[src/rtl/btn_pkg.sv]
// Shared definitions for the button debouncer: FSM encoding and default timing.
package btn_pkg;

  typedef enum logic [1:0] {
    IDLE         = 2'd0,
    PRESS_WAIT   = 2'd1,
    PRESSED      = 2'd2,
    RELEASE_WAIT = 2'd3
  } btn_state_t;

  localparam int unsigned DEF_CLK_HZ       = 50_000_000;
  localparam int unsigned DEF_TICK_HZ      = 1_000;
  localparam int unsigned DEF_STABLE_TICKS = 20;
  localparam int unsigned DEF_LONG_TICKS   = 1_000;
  localparam int unsigned DEF_TICK_DIV     = DEF_CLK_HZ / DEF_TICK_HZ;

endpackage

[src/rtl/btn_debounce_tick_gen.sv]
// Free-running prescaler: counts 0..DIV-1 and flags the last count as a tick.
module tick_gen
  import btn_pkg::*;
#(
  parameter int unsigned DIV = DEF_TICK_DIV
) (
  input  logic clk,
  input  logic rst_n,
  output logic tick
);

  localparam int unsigned W = (DIV > 1) ? $clog2(DIV) : 1;
  localparam logic [W-1:0] LAST = W'(DIV - 1);

  logic [W-1:0] count_q;

  // Wrap-around sample counter.
  always_ff @(posedge clk or negedge rst_n) begin
    if (!rst_n) begin
      count_q <= '0;
    end else if (count_q == LAST) begin
      count_q <= '0;
    end else begin
      count_q <= count_q + W'(1);
    end
  end

  assign tick = (count_q == LAST);

endmodule

[src/rtl/btn_debounce.sv]
// Button debouncer: synchronizer, tick-sampled qualification FSM, and
// registered press / release / long-hold pulses.
module btn_debounce
  import btn_pkg::*;
#(
  parameter int unsigned CLK_HZ       = DEF_CLK_HZ,
  parameter int unsigned TICK_HZ      = DEF_TICK_HZ,
  parameter int unsigned STABLE_TICKS = DEF_STABLE_TICKS,
  parameter int unsigned LONG_TICKS   = DEF_LONG_TICKS
) (
  input  logic clk,
  input  logic rst_n,
  input  logic btn_in,
  output logic btn_level,
  output logic press_pulse,
  output logic release_pulse,
  output logic long_pulse
);

  localparam int unsigned DIV = CLK_HZ / TICK_HZ;
  localparam int unsigned CW  = $clog2(STABLE_TICKS + 1);
  localparam int unsigned HW  = $clog2(LONG_TICKS + 1);

  localparam logic [CW-1:0] STABLE_C = CW'(STABLE_TICKS);
  localparam logic [HW-1:0] STABLE_H = HW'(STABLE_TICKS);
  localparam logic [HW-1:0] LONG_H   = HW'(LONG_TICKS);

  logic          sync1_q;
  logic          sync_in;
  logic          tick;

  btn_state_t    state_q, state_d;
  logic [CW-1:0] cnt_q, cnt_d;
  logic [HW-1:0] hold_q, hold_d;
  logic          long_fired_q, long_fired_d;
  logic          level_q, level_d;
  logic          press_q, press_d;
  logic          rel_q, rel_d;
  logic          long_q, long_d;

  tick_gen #(
    .DIV (DIV)
  ) u_tick (
    .clk   (clk),
    .rst_n (rst_n),
    .tick  (tick)
  );

  // Two-flop synchronizer for the asynchronous button input.
  always_ff @(posedge clk or negedge rst_n) begin
    if (!rst_n) begin
      sync1_q <= 1'b0;
      sync_in <= 1'b0;
    end else begin
      sync1_q <= btn_in;
      sync_in <= sync1_q;
    end
  end

  // FSM state, counters and registered outputs.
  always_ff @(posedge clk or negedge rst_n) begin
    if (!rst_n) begin
      state_q      <= IDLE;
      cnt_q        <= '0;
      hold_q       <= '0;
      long_fired_q <= 1'b0;
      level_q      <= 1'b0;
      press_q      <= 1'b0;
      rel_q        <= 1'b0;
      long_q       <= 1'b0;
    end else begin
      state_q      <= state_d;
      cnt_q        <= cnt_d;
      hold_q       <= hold_d;
      long_fired_q <= long_fired_d;
      level_q      <= level_d;
      press_q      <= press_d;
      rel_q        <= rel_d;
      long_q       <= long_d;
    end
  end

  // Next-state and next-output logic; pulses are computed one cycle ahead
  // so the output flops present them on the cycle of the state change.
  always_comb begin
    state_d      = state_q;
    cnt_d        = cnt_q;
    hold_d       = hold_q;
    long_fired_d = long_fired_q;
    level_d      = level_q;
    press_d      = 1'b0;
    rel_d        = 1'b0;
    long_d       = 1'b0;

    unique case (state_q)
      IDLE: begin
        if (sync_in) begin
          state_d = PRESS_WAIT;
          cnt_d   = '0;
        end
      end

      PRESS_WAIT: begin
        if (!sync_in) begin
          state_d = IDLE;
          cnt_d   = '0;
        end else if (tick) begin
          if (cnt_q == STABLE_C - CW'(1)) begin
            state_d = PRESSED;
            cnt_d   = '0;
            hold_d  = STABLE_H;
            level_d = 1'b1;
            press_d = 1'b1;
          end else begin
            cnt_d = cnt_q + CW'(1);
          end
        end
      end

      PRESSED: begin
        if (!sync_in) begin
          state_d = RELEASE_WAIT;
          cnt_d   = '0;
        end else begin
          if ((hold_q == LONG_H) && !long_fired_q) begin
            long_d       = 1'b1;
            long_fired_d = 1'b1;
          end
          if (tick && (hold_q != LONG_H)) begin
            hold_d = hold_q + HW'(1);
          end
        end
      end

      RELEASE_WAIT: begin
        if (sync_in) begin
          state_d = PRESSED;
          cnt_d   = '0;
        end else if (tick) begin
          if (cnt_q == STABLE_C - CW'(1)) begin
            state_d      = IDLE;
            cnt_d        = '0;
            hold_d       = '0;
            long_fired_d = 1'b0;
            level_d      = 1'b0;
            rel_d        = 1'b1;
          end else begin
            cnt_d = cnt_q + CW'(1);
          end
        end
      end

      default: begin
        state_d = IDLE;
        cnt_d   = '0;
      end
    endcase
  end

  assign btn_level     = level_q;
  assign press_pulse   = press_q;
  assign release_pulse = rel_q;
  assign long_pulse    = long_q;

  // Each pulse comes from a distinct state transition, so at most one is high.
  a_pulse_exclusive : assert property (
    @(posedge clk) disable iff (!rst_n) $onehot0({press_q, rel_q, long_q})
  );

endmodule

[config.mk]
export PLATFORM = sky130hd
export DESIGN_NAME = btn_debounce
export DESIGN_NICKNAME = d
export VERILOG_FILES = /design/src/rtl/btn_pkg.sv /design/src/rtl/btn_debounce_tick_gen.sv /design/src/rtl/btn_debounce.sv
export SDC_FILE = /design/constraint.sdc
export NUM_CORES = 1
export LEC_CHECK = 0
export CAP_MARGIN = 20
export CORE_MARGIN = 8
export CORE_UTILIZATION = 28
export CTS_CLUSTER_SIZE = 24
export DETAILED_ROUTE_END_ITERATION = 6
export DONT_BUFFER_PORTS = 1
export PLACE_DENSITY_LB_ADDON = 0.3
export SLEW_MARGIN = 0
export SYNTH_ARGS = -nofsm -noshare
export SYNTH_HDL_FRONTEND = slang
export SYNTH_HIERARCHICAL = 1
export SYNTH_SLANG_ARGS = --single-unit
export TNS_END_PERCENT = 30
[constraint.sdc]
create_clock -name clk -period 2.65 [get_ports clk]
set_input_delay 0.53 -clock clk [delete_from_list [all_inputs] [get_ports clk]]
set_output_delay 0.53 -clock clk [all_outputs]
set_load 0.1 [all_outputs]
==> metrics.cfg, run 1 <==
[run_status]
outcome=finished, final reports clean

[final_layout]
syn2layout_area_growth_pct=13.0
multi_input_area_um2=967
top_register=u_tick/count_q
largest_registers=u_tick/count_q (16), hold_q (10), cnt_q (5)
nNetsFinal=211
final-seq-area_um2=1000
antenna_cells=0
final_common_cell=dfrtp_1
largest_reg_flops=16
layout.cells.non_filler=304
drive_gt1_frac=0.0878
final_cell_mix=dfrtp_1, nand2_1, nor2_1
design_area_um2=2300
n_fill_cell=756

[yosys]
ys.flop_type=dfrtp_1
async_reset_ff_frac=1.00
synth-edff-count=0
synth_nets=210
syn_inst=203
netlist_area_um2=2040
ys_ff_latch=40
ys_seq_area_frac=0.491
avgSynthCellArea_um2=10.0
synth_warnings=6
synth_cell_type_count=50

[power]
power.switching_mw=0.242
power_density_nw_per_um2=578
irDropWorstVdd_mv=0.394
seqPwrFrac=0.463
clkPwrFrac=0.518
leakage_nw=0.923
swShare=0.182
p_int_mw=1.09
pwr-share-comb=0.019

[clocking]
clkSlewWorstSetupHoldPaths_ps=80
cts_tree=built
htree_num_levels=2
cts_setup_buffers=0
cts_sinks=40
clockBufferDepth=2
insertion_delay_ps=290
cts_root_buf=clkbuf_8
numCtsBuffers=5

[setup_path]
path_class=reg2reg
crit_buf_inv=0
r2r_start=u_tick/count_q[0]
crit_arrival_ps=2400
slowest_stage=a31oi_1
r2r_cells=7
startpoint_type=flip-flop
cpLargestDelayFamily=compound AO/OA/AOI/OAI gates
rr_endpoint=hold_q[9]
cp-end-kind=flip-flop
crit_chain=ha_1 > and3_1 > and4_1 > nand4b_1 > a31oi_1 > a41oi_1 > a31oi_1
required_ps=2860
r2r_slack_ps=460
critPathMostFrequentCell=a31oi_1
path_max_fanout=6
slowest_delay_ps=460

[placement]
placed_area_um2=2130
dp_slack_ps=508
dp_cells=295
dp_hpwl_mm=2.63
io_buffers=0
gp_congestion=0.796

[global_routing]
antenna_found_initial=0
grt_max_degree=41
grt_pass1_vias=1462
grt_pass1_wl_mm=7.02
grt_use_total=0.0852
grt.overflow.total=0

[sta]
setup_viol=0
setup_ws_ps=459
tns_ps=0
rsz0062_at_grt=no
relSlewSlack=0.401
layout_min_cycle_time_ps=2190
hold_ws_ps=73.7
period_share=0.827
hold_viol_final=0
skew_ps=4.66
drv_slew=0
max_freq_ghz=0.456
worst_pin_slew_ps=899

[detailed_routing]
dr_total_vias=1483
detailedRoute.firstIterationViolations=62
drt_wl_total_mm=3.87
drc=0
final_antenna_net_count=0
vias_per_cell=4.88
drtPass1Iterations=4
drt-wirelength-per-cell_um=12.7

[worst_hold_path]
hold_class=in2async

[floorplanning]
start_util=0.286
die_x_um=101
die_area_um2=10300
rows=31
die_h_um=101
coreArea_um2=7140
io_pins=7

[run]
drv_cap=0

==> power by group through the flow <==
stage | clock network, mW | logic (mW) | registers, mW
after floorplan | 0 | 0.0139 | 0.625
after global placement | 0 | 0.0104 | 0.630
after detailed placement | 0 | 0.0104 | 0.629
after CTS | 0.710 | 0.0263 | 0.617
after global routing | 0.728 | 0.0290 | 0.618
final | 0.691 | 0.0249 | 0.617
==> layer usage <==
layer / global-route usage / vias to the layer above / routed length, µm
met5: 0 / - / 0
met3: 0.0192 / 5 / 98
li1: - / 736 / -
met4: 0.0435 / 0 / 67
met2: 0.136 / 17 / 1850
met1: 0.106 / 725 / 1860
==> logic make-up (layout without fill, tap and decap cells) <==
family / count (synthesis) / after routing / share of synthesized area
AND/OR/NAND/NOR: 86 / 86 / 0.231
flip-flops: 40 / 40 / 0.491
AO/OA/AOI/OAI: 39 / 39 / 0.134
XOR/XNOR: 15 / 15 / 0.0644
buffers and inverters: 15 / 17 / 0.0350
adder cells (fa/ha/maj): 4 / 4 / 0.0245
multiplexers: 4 / 4 / 0.0202
==> timing repair <==
action / 4_1_cts / 5_1_grt
endpoints found under the hold margin: 40 / 0
gates resized for setup: 0 / 0
hold buffers: 1 / 0
==> stage by stage <==
stage / power (mW) / util
after floorplan: 0.639 / -
after global placement: 0.640 / 0.298
after detailed placement: 0.640 / 0.298
after CTS: 1.35 / 0.323
after global routing: 1.37 / 0.323
final: 1.33 / 0.323
==> final cells by class <==
cell class | instances | area share
tap | 99 | 0.0537
timing repair buffer | 2 | 0.0119
clock inverter | 3 | 0.0391
multi-input combinational | 148 | 0.420
sequential | 40 | 0.434
clock buffer | 5 | 0.0299
inverter | 7 | 0.0114
==> synthesized netlist by cell type, drive strengths merged (4+ instances only) <==
| master | n | area share |
|---|---|---|
| nor3 | 5 | 0.012 |
| nor2 | 18 | 0.033 |
| a41oi | 4 | 0.017 |
| o21ai | 6 | 0.015 |
| xor2 | 7 | 0.030 |
| nand2 | 21 | 0.040 |
| inv | 7 | 0.013 |
| a31oi | 6 | 0.018 |
| xnor2 | 8 | 0.034 |
| a21oi | 9 | 0.028 |
| nand4 | 5 | 0.015 |
| buf | 6 | 0.018 |
| dfrtp | 40 | 0.49 |
| nand3 | 10 | 0.025 |
| ha | 4 | 0.025 |
==> worst max path at each step <==
stage,start,to,depth (start not counted)
after floorplan,u_tick/count_q[0],hold_q[2],9
after global placement,u_tick/count_q[0],hold_q[4],7
after detailed placement,u_tick/count_q[0],hold_q[4],7
after CTS,u_tick/count_q[0],hold_q[9],7
after global routing,u_tick/count_q[0],hold_q[5],7
final,u_tick/count_q[0],hold_q[9],7
(Power assumes the default switching activity.)
==> inputs of run 2 (changes only) <==
==> constraint.sdc (replaced) <==
create_clock -name clk -period 2.1 [get_ports clk]
set_input_delay 0.42 -clock clk [delete_from_list [all_inputs] [get_ports clk]]
set_output_delay 0.42 -clock clk [all_outputs]
set_load 0.1 [all_outputs]
==> run 2 against run 1 <==
Against the previous run: utilization is 1.7 points higher; count of clock-buffer cells in the layout up 1; critical endpoint is now hold_q[2]; sequential share of layout area down 2.2 points.
==> metrics.cfg, run 2 (synthesis results as in run 1) <==
[sta]
skew_ps=7.17  ; +2.51 ps
layout_min_cycle_time_ps=2040  ; -155 ps
relSlewSlack=0.733  ; +0.332
setup_viol=0  ; unchanged
period_share=0.970  ; +0.143
max_freq_ghz=0.491  ; +7.6%
worst_pin_slew_ps=400  ; -499 ps
rsz0062_at_grt=yes
drv_slew=0  ; unchanged
setup_ws_ps=63.5  ; -395 ps
hold_ws_ps=159  ; +85.2 ps
hold_viol_final=0  ; unchanged

[detailed_routing]
vias_per_cell=4.87  ; -0.16%
final_antenna_net_count=0  ; unchanged
detailedRoute.firstIterationViolations=49  ; -21%
dr_total_vias=1578  ; +6.4%
drc=0  ; unchanged
drt-wirelength-per-cell_um=12.7  ; about the same
drtPass1Iterations=4  ; unchanged
drt_wl_total_mm=4.12  ; +6.6%

[clocking]
cts_root_buf=clkbuf_8
clkSlewWorstSetupHoldPaths_ps=80  ; about the same
htree_num_levels=2  ; unchanged
clockBufferDepth=2  ; unchanged
insertion_delay_ps=290  ; about the same
numCtsBuffers=5  ; unchanged
cts_tree=built
cts_sinks=40  ; unchanged

[power]
power_density_nw_per_um2=535  ; -7.4%
seqPwrFrac=0.599  ; +0.136
leakage_nw=0.990  ; +7.2%
swShare=0.223  ; +0.0415
irDropWorstVdd_mv=0.330  ; -16%
p_int_mw=1.01  ; -7.4%
power.switching_mw=0.290  ; +20%
clkPwrFrac=0.373  ; -0.145
pwr-share-comb=0.028  ; +0.009

[final_layout]
syn2layout_area_growth_pct=19.1
design_area_um2=2430  ; +5.4%
top_register=u_tick/count_q
largest_reg_flops=16  ; unchanged
drive_gt1_frac=0.187  ; +0.0989
final_common_cell=dfrtp_1
nNetsFinal=232  ; +10%
final_cell_mix=dfrtp_1, nand2_1, buf_4
fin_util=0.340  ; +0.0174
n_fill_cell=745  ; -1.5%
largest_registers=u_tick/count_q (16), hold_q (10), cnt_q (5)
antenna_cells=0  ; unchanged

[floorplanning]
coreArea_um2=7140  ; unchanged
start_util=0.286  ; unchanged
die_x_um=101  ; unchanged
die_area_um2=10300  ; unchanged
rows=31  ; unchanged
die_h_um=101  ; unchanged
io_pins=7  ; unchanged

[placement]
dp_hpwl_mm=2.73  ; +4.0%
io_buffers=0  ; unchanged
placed_area_um2=2240  ; +5.5%
dp_slack_ps=90.3  ; -417 ps
gp_congestion=0.816  ; +2.5%

[setup_path]
slowest_stage=dfrtp_1
cp-end-kind=flip-flop
crit_chain=nor4bb_2 > and4_1 > inv_1 > a211o_4 > a221o_1 > a22o_1
slowest_delay_ps=420  ; -40 ps
crit_arrival_ps=2220  ; -180 ps
cpLargestDelayFamily=compound AO/OA/AOI/OAI gates
startpoint_type=flip-flop
crit_buf_inv=1  ; +1
path_class=reg2reg
required_ps=2280  ; -580 ps
path_max_fanout=5  ; -1

[worst_hold_path]
hold_class=in2reg

[run]
drv_cap=0  ; unchanged

[run_status]
outcome=finished, final reports clean

[global_routing]
grt_pass1_vias=1544  ; +5.6%
grt.overflow.total=0  ; unchanged
grt_max_degree=41  ; unchanged
antenna_found_initial=0  ; unchanged
grt_pass1_wl_mm=7.21  ; +2.8%
grt_use_total=0.0875  ; +0.00237

## run 2: worst register-to-register path: stages, from the launching register on
cell and delay, ps:
dfrtp_1 420, nor4bb_2 350, and4_1 280, inv_1 130
a211o_4 320, a221o_1 260, a22o_1 170
## run 2: path summary, 6_finish.rpt
path	start	endpoint	slack [ps]	cells after the start
max	u_tick/count_q[11]	hold_q[2]	60	6
min reg2reg	sync1_q	sync_in	360	0
max in group asynchronous	rst_n	u_tick/count_q[7]	1300	2
min	btn_in	sync1_q	160	0
min in group asynchronous	rst_n	u_tick/count_q[1]	610	2
max reg2reg	u_tick/count_q[11]	hold_q[2]	60	6
## run 2: power by group through the flow
stage / registers, mW / logic (mW) / clock network, mW
after floorplan: 0.789 / 0.0175 / 0
after global placement: 0.795 / 0.0146 / 0
after detailed placement: 0.794 / 0.0147 / 0
after CTS: 0.779 / 0.0371 / 0.506
after global routing: 0.780 / 0.0424 / 0.543
final: 0.779 / 0.0365 / 0.485
## run 2: routing by layer
metal  track usage  share of wire
met1         0.109           0.46
met2         0.135           0.49
met3        0.0206          0.029
met4        0.0527          0.023
met5             0              0
## run 2: final cells by class
| type | instances | area, µm² | share of cell area |
|---|---|---|---|
| clock inverter | 1 | 5.00 | 0.00206 |
| sequential | 40 | 1000 | 0.412 |
| inverter | 7 | 26.3 | 0.0108 |
| multi-input combinational | 149 | 1020 | 0.418 |
| tap | 99 | 124 | 0.0510 |
| timing repair buffer | 22 | 184 | 0.0757 |
| clock buffer | 6 | 72.6 | 0.0299 |
## run 2: through the flow
stage | total power [mW] | TNS (ps) | std cells
6_report | 1.30 | 0 | 324
5_1_grt | 1.37 | -115 | 324
4_1_cts | 1.32 | 0 | 319
3_5_place_dp | 0.809 | 0 | 310
3_3_place_gp | 0.809 | 0 | 310
2_1_floorplan | 0.807 | 0 | 203
## run 2: what timing repair did
item,CTS,global route
buffers inserted,0,4
hold endpoints to repair,40,0
setup endpoints to repair,0,12
hold buffers,2,0
resized for setup,0,6
